$ cat src/rtl/inst_fifo.sv
// inst_fifo: dual-port instruction buffer between 64-bit fetch and dual-issue decode
//
// Ports
//   clk, resetn                 clock, asynchronous active-low reset
//   flush                       synchronous clear of all entries (redirect)
//   write_en1/2, write_data1/2,
//   write_addr1/2               push 0..2 {instruction, PC} pairs, slot 1 older
//   read_en1/2                  pop 0..2 entries from the head
//   read_data1/2, read_addr1/2,
//   read_valid1/2               head and head+1 entries, zero when not present
//   empty, almost_empty, full   occupancy flags (full means fewer than 2 free slots)
//   occupancy                   entry count, present only with INST_FIFO_COUNT_EN
module inst_fifo #(
  parameter int DEPTH = 16,
  parameter int DW    = 32
) (
  input  logic          clk,
  input  logic          resetn,
  input  logic          flush,
  input  logic          write_en1,
  input  logic          write_en2,
  input  logic [DW-1:0] write_data1,
  input  logic [DW-1:0] write_data2,
  input  logic [DW-1:0] write_addr1,
  input  logic [DW-1:0] write_addr2,
  input  logic          read_en1,
  input  logic          read_en2,
  output logic [DW-1:0] read_data1,
  output logic [DW-1:0] read_data2,
  output logic [DW-1:0] read_addr1,
  output logic [DW-1:0] read_addr2,
  output logic          read_valid1,
  output logic          read_valid2,
  output logic          empty,
  output logic          almost_empty,
  output logic          full
`ifdef INST_FIFO_COUNT_EN
  ,
  output logic [$clog2(DEPTH):0] occupancy
`endif
);
  localparam int AW = $clog2(DEPTH);
  typedef logic [AW-1:0] ptr_t;
  typedef logic [AW:0]   cnt_t;
  logic [DW-1:0] data_q [DEPTH];
  logic [DW-1:0] addr_q [DEPTH];
  ptr_t wr_ptr_q, wr_ptr_d, wr_ptr_n;
  ptr_t rd_ptr_q, rd_ptr_d, rd_ptr_n;
  cnt_t count_q, count_d;
  logic [1:0] wn, rn;
  logic wr_ok;
  assign wr_ptr_n     = wr_ptr_q + ptr_t'(1);
  assign rd_ptr_n     = rd_ptr_q + ptr_t'(1);
  assign read_valid1  = count_q != '0;
  assign read_valid2  = count_q > cnt_t'(1);
  assign empty        = count_q == '0;
  assign almost_empty = count_q == cnt_t'(1);
  assign full         = count_q >= cnt_t'(DEPTH - 1);
  assign read_data1   = read_valid1 ? data_q[rd_ptr_q] : '0;
  assign read_addr1   = read_valid1 ? addr_q[rd_ptr_q] : '0;
  assign read_data2   = read_valid2 ? data_q[rd_ptr_n] : '0;
  assign read_addr2   = read_valid2 ? addr_q[rd_ptr_n] : '0;
`ifdef INST_FIFO_COUNT_EN
  assign occupancy    = count_q;
`endif
  // full looks at the current count only, so a same-cycle pop never admits a push
  assign wr_ok = write_en1 & ~full & ~flush;
  assign wn    = wr_ok ? (write_en2 ? 2'd2 : 2'd1) : 2'd0;
  assign rn    = flush ? 2'd0 :
                 (read_en1 & read_en2 & read_valid2) ? 2'd2 :
                 (read_en1 & read_valid1) ? 2'd1 : 2'd0;
  always_comb begin
    wr_ptr_d = flush ? '0 : wr_ptr_q + ptr_t'(wn);
    rd_ptr_d = flush ? '0 : rd_ptr_q + ptr_t'(rn);
    count_d  = flush ? '0 : count_q + cnt_t'(wn) - cnt_t'(rn);
  end
  always_ff @(posedge clk or negedge resetn) begin
    if (!resetn) begin
      wr_ptr_q <= '0;
      rd_ptr_q <= '0;
      count_q  <= '0;
    end else begin
      wr_ptr_q <= wr_ptr_d;
      rd_ptr_q <= rd_ptr_d;
      count_q  <= count_d;
    end
  end
  // storage is deliberately not reset; read outputs are masked by the valids
  always_ff @(posedge clk) begin
    if (wr_ok) begin
      data_q[wr_ptr_q] <= write_data1;
      addr_q[wr_ptr_q] <= write_addr1;
      if (write_en2) begin
        data_q[wr_ptr_n] <= write_data2;
        addr_q[wr_ptr_n] <= write_addr2;
      end
    end
  end
endmodule
$ cat config.mk
export PLATFORM = sky130hd
export DESIGN_NAME = inst_fifo
export DESIGN_NICKNAME = d
export VERILOG_FILES = /design/src/rtl/inst_fifo.sv
export SDC_FILE = /design/constraint.sdc
export NUM_CORES = 2
export LEC_CHECK = 0
export ABC_AREA = 1
export CAP_MARGIN = 15
export CORE_MARGIN = 4
export CORE_UTILIZATION = 51
export DETAILED_ROUTE_END_ITERATION = 8
export PLACE_DENSITY = 0.69
export SLEW_MARGIN = 20
export SYNTH_ARGS = -nofsm -noshare
export SYNTH_HDL_FRONTEND = slang
export SYNTH_SLANG_ARGS = --single-unit
$ cat constraint.sdc
create_clock -name clk -period 8.2 [get_ports clk]
set_clock_uncertainty 0.2 [all_clocks]
set_input_delay 1.64 -clock clk [delete_from_list [all_inputs] [get_ports clk]]
set_output_delay 1.64 -clock clk [all_outputs]
set_load 0.005 [all_outputs]
## Word-level counts from Yosys, hierarchy flattened

Memories as Yosys holds them, arrays and structs flattened.
Index checks and enable logic that the tools add are counted.

- Register bits: 13
- Logic and storage cells: 40
- Memories kept: 2
- RAM bits: 1024
- Output and inout port bits: 133
- Bits of input ports: 135

- $add $sub $neg: 6
- Bitwise logic cells: 7
- Reductions and logical operators: 2
- $lt $le $gt $ge: 2
- Eq/ne operators: 1
- Multiplexer cells: 17

Memory list:

| memory | depth | bits a word | read ports | clocked after memory_dff | write ports | line | RTL |
|---|---|---|---|---|---|---|---|
| addr_q | 16 | 32 | 2 | 0 | 2 | 46 | `logic [DW-1:0] addr_q [DEPTH];` |
| data_q | 16 | 32 | 2 | 0 | 2 | 45 | `logic [DW-1:0] data_q [DEPTH];` |

Operators by type and width:

| kind | count |
|---|---|
| two-way mux 32 bit | 4 |
| adder 4 x 1 -> 4 bit (second input constant) | 2 |
| adder 4 x 2 -> 4 bit | 2 |
| two-way mux 2 bit | 4 |
| two-way mux 4 bit | 2 |
| two-way mux 1 bit | 6 |
| adder 5 x 2 -> 5 bit | 1 |
| AND 1 bit | 5 |
| equality test 5 x 1 -> 1 bit (second input constant) | 1 |
| >= comparator 5 x 4 -> 1 bit (second input constant) | 1 |
| > comparator 5 x 1 -> 1 bit (second input constant) | 1 |
| logical NOT 5 bit | 1 |
| two-way mux 5 bit | 1 |
| nonzero test 5 bit | 1 |
| subtractor 5 x 2 -> 5 bit | 1 |
| inverter 1 bit | 2 |

## Longest topological paths before layout

- Depth after elaboration: 8
- Gate-level depth with buffers: 19
- Depth with buffers taken out: 19

## Worst setup path after synthesis

No wires, ideal clock.

- Path kind: input to register
- Start point: in flush
- End point: mem addr_q[10][0], enable pin
- Setup slack: 0.736 ns
- Arrival: 6.689 ns
- Library setup time: 0.574 ns
- Stages on the path: 5
- Buffers on the path: 2
- Required time: 7.426 ns
- Path through: buf_6 > nor2_2 > nand3_2 > buf_6 > o21ai_0

RTL lines:

| item | line | RTL |
|---|---|---|
| start, declared | 19 | `input logic flush,` |
| end, declared | 46 |  |

## Final worst setup path

- Start point: reg rd_ptr_q[0]
- End point: out read_addr2[29]

- Longest elaborated chain between the ends: 3

RTL lines:

| item | line | RTL |
|---|---|---|
| start, declared | 48 | `ptr_t rd_ptr_q, rd_ptr_d, rd_ptr_n;` |
| start signal, assigned | 84 | `rd_ptr_q <= rd_ptr_d;` |
| adder 4 x 1 -> 4 bit | 53 | `assign rd_ptr_n = rd_ptr_q + ptr_t'(1);` |
| memory (16 x 32 bit) | - |  |
| two-way mux 32 bit | 62 | `assign read_addr2 = read_valid2 ? addr_q[rd_ptr_n] : '0;` |
| end, declared | 31 | `output logic [DW-1:0] read_addr2,` |

No other way between the ends.

==> out/qor.txt <==
Maximum VDD drop: 0.219 mV
Setup-failing EPs final: 0
Max FO, Critical Path: 140
First DRT Iteration DRCs: 9,256
Flop2flop setup slack: 3.53 ns
H-tree depth: 3
Critical path launch point type: flop
Distinct cell type count after synthesis: 33
Setup TNS: 0 ns
Clk slew on worst S/H paths: 0.06 ns
Core area: 120,000 um2
Pwr dens: 256 nW/um2
Synth Cell Area: 62,100 um2
Area leader, netlist: edfxtp_1
Outcome: finished, final reports clean
Warnings from Yosys: 0
DRT Wirelength: 229,000 um
Clock Sinks: 1,037
Pin count of the biggest net entering global routing: 307
Hold path endpoint: wr_ptr_q[3]$_DFF_PN0_
Initial Utilization: 51.5%
Die area: 127,000 um2
WP data required: 6.36 ns
Die Wd: 357 um
Terminus of the critical flop-to-flop path: data_q[11][22]$_DFFE_PP_
Gate count after technology mapping: 7,711
Max-cap viol count: 0
Max_slew headroom: 18.7%
Slew Limit Fails: 0
Hold Crit Depth: 2
F_max: 142 MHz
Cts hold-fix bufs: 0
Vias in the first global route: 54.0k
Vias per cell: 6.41
Boundary Pins: 268
# nets final: 7,535
Seq cells post-synth: 1,037
Clk buf depth: 3
Number of port buffers: 267
CTS tree: yes
R2r startpoint: count_q[4]$_DFF_PN0_
RSZ-0062 raised after global routing: false
Final RePlAce weighted congestion: 0.835
Pre-Repair DR Iteration Count: 7
Hold path start: wr_ptr_q[3]$_DFF_PN0_
Initial antenna violation count: 19
Post-DP HPWL: 119,000 um
Drt drc: 0
Final Hold Vio Count: 0
Post-synth net total: 7,863
Finished Core Util: 56.9%
CP Class: reg2out
HP Class: reg2reg
Root buffer cell: clkbuf_16
Seq/Total Area, Yosys: 50.0%
Ranking of synthesized cells by area: edfxtp_1 (50%), o21ai_0 (12%), nand2_1 (8.4%)
Final ANT Viol Nets: 0
Lkg Pwr: 24.4 nW
Layout cells sized above 1: 3.97%
Wire length per cell: 25.1 um
Worst EP arrival: 5.21 ns
R2R depth: 9
Hold slack: 0.398 ns
Row cnt: 127
Worst skew pair latency: 0.70 ns
Worst slew pin tran: 1.22 ns
Die height: 357 um
CTS resizes: 0
Period utilisation layout: 86.0%
Num CTS Buffers: 114
First-pass GRT wire length: 334,000 um
Synth-to-layout area growth: 10.3%
Overall via count from detail_route: 58.4k
Min cycle time layout: 7.05 ns
# Post-CTS Setup Buffers: 0
Crit path launch: rd_ptr_q[0]$_DFF_PN0_
Overflow after GRT: 0
Critical Path End Type: primary output
Total power: 17.5 mW
Total GRT Usage: 34.7%
Yosys top cell area share: 49.5%
Post-Syn Area per Cell: 8.05 um2
## cell usage after synthesis, drive strengths merged
master / n
xnor2: 2
o211ai: 200
nand3b: 1
and3: 1
nor2: 102
clkbuf: 423
o21ai: 1857
xor2: 2
o22ai: 11
nand3: 647
buf: 373
a21o: 1
o2111ai: 1
edfxtp: 1024
a211oi: 1
clkinv: 1
inv: 683
dfrtp: 13
nand2: 1387
a21oi: 897
ha: 15
nand4: 3
a31oi: 64
fa: 2
## through the flow
stage | area [um2] | cells | setup slack (ns)
after floorplan | 62100 | 7711 | 0.736
after global placement | 64600 | 8875 | 1.93
after detailed placement | 64600 | 8875 | 1.94
after CTS | 68300 | 9086 | 1.19
after global routing | 68500 | 9099 | 0.962
final | 68500 | 9107 | 1.15
## routing by layer
metal | part of all wire [%] | vias up | GRT usage [%]
met5 | 0.061 | - | 0
met4 | 5.5 | 8 | 18.5
met3 | 14 | 811 | 7.38
met2 | 44 | 4449 | 53.7
met1 | 36 | 26800 | 46.0
li1 | - | 26300 | -
## state kept, by name, summed over array words and instances (netlist names)
signal / count
wr_ptr_q: 4
count_q: 5
addr_q: 512
data_q: 512
rd_ptr_q: 4
## critical path, stage by stage (launching register included)
cell and delay, ns:
dfrtp_4 0.93, ha_4 0.57, inv_8 0.93, buf_12 0.44
a21oi_1 0.10, o21ai_0 0.13, nand3_1 0.10, nand2_1 0.09
a31oi_1 0.05, nor2_1 0.36, clkdlybuf4s50_1 0.59
## power breakdown
part / leakage (nW) / internal (mW) / total (mW) / switching [mW]
clock network: 1.82 / 3.00 / 5.23 / 2.23
logic: 13.2 / 2.20 / 6.27 / 4.07
registers: 9.40 / 5.93 / 6.02 / 0.0892
## cells in the final DEF, fill, tap and decap left out, types with 9 or more instances in the layout
master / count
clkdlybuf4s50_1: 267
dfrtp_1: 9
edfxtp_1: 1024
buf_12: 28
clkbuf_1: 17
a31oi_1: 64
nand3_1: 646
bufinv_16: 14
ha_1: 14
o21ai_0: 1542
o21ai_1: 310
clkinv_1: 33
o211ai_1: 200
nor2_1: 90
nand2_1: 1382
buf_4: 51
diode_2: 17
inv_1: 675
o22ai_4: 11
nor2_4: 11
a21oi_1: 897
clkinv_2: 21
clkbuf_16: 115
## worst max-delay path by stage
stage                     slack [ns]                      end  cells after the start
after floorplan                 0.74  addr_q[10][0]$_DFFE_PP_                      5
after global placement          1.93           read_data2[23]                     10
after detailed placement        1.94           read_data2[23]                     10
after CTS                       1.19           read_data2[23]                     10
after global routing            0.96           read_data2[23]                     10
final                           1.15           read_addr2[29]                     10
## cells by family after synthesis
family	Yosys count	synth area share (%)
AOI/OAI and AO/OA	3032	25.4
xor gates and xnor gates	4	0.0564
adders and majority gates	17	0.367
buffers and inverters	1480	9.80
DFF	1037	50.0
and+or+nand+nor	2141	14.3
## layout make-up
class                           instances  area [um2]
Inverter                              684        2610
Fill cell                           10600       51900
Clock inverter                         79         773
Timing Repair Buffer                  352        3750
Clock buffer                          132        2940
Antenna cell                           17        42.5
Tap cell                             1612        2020
Sequential cell                      1037       31100
Multi-Input combinational cell       5194       25300
No activity file was read; power rests on OpenSTA's default activity.
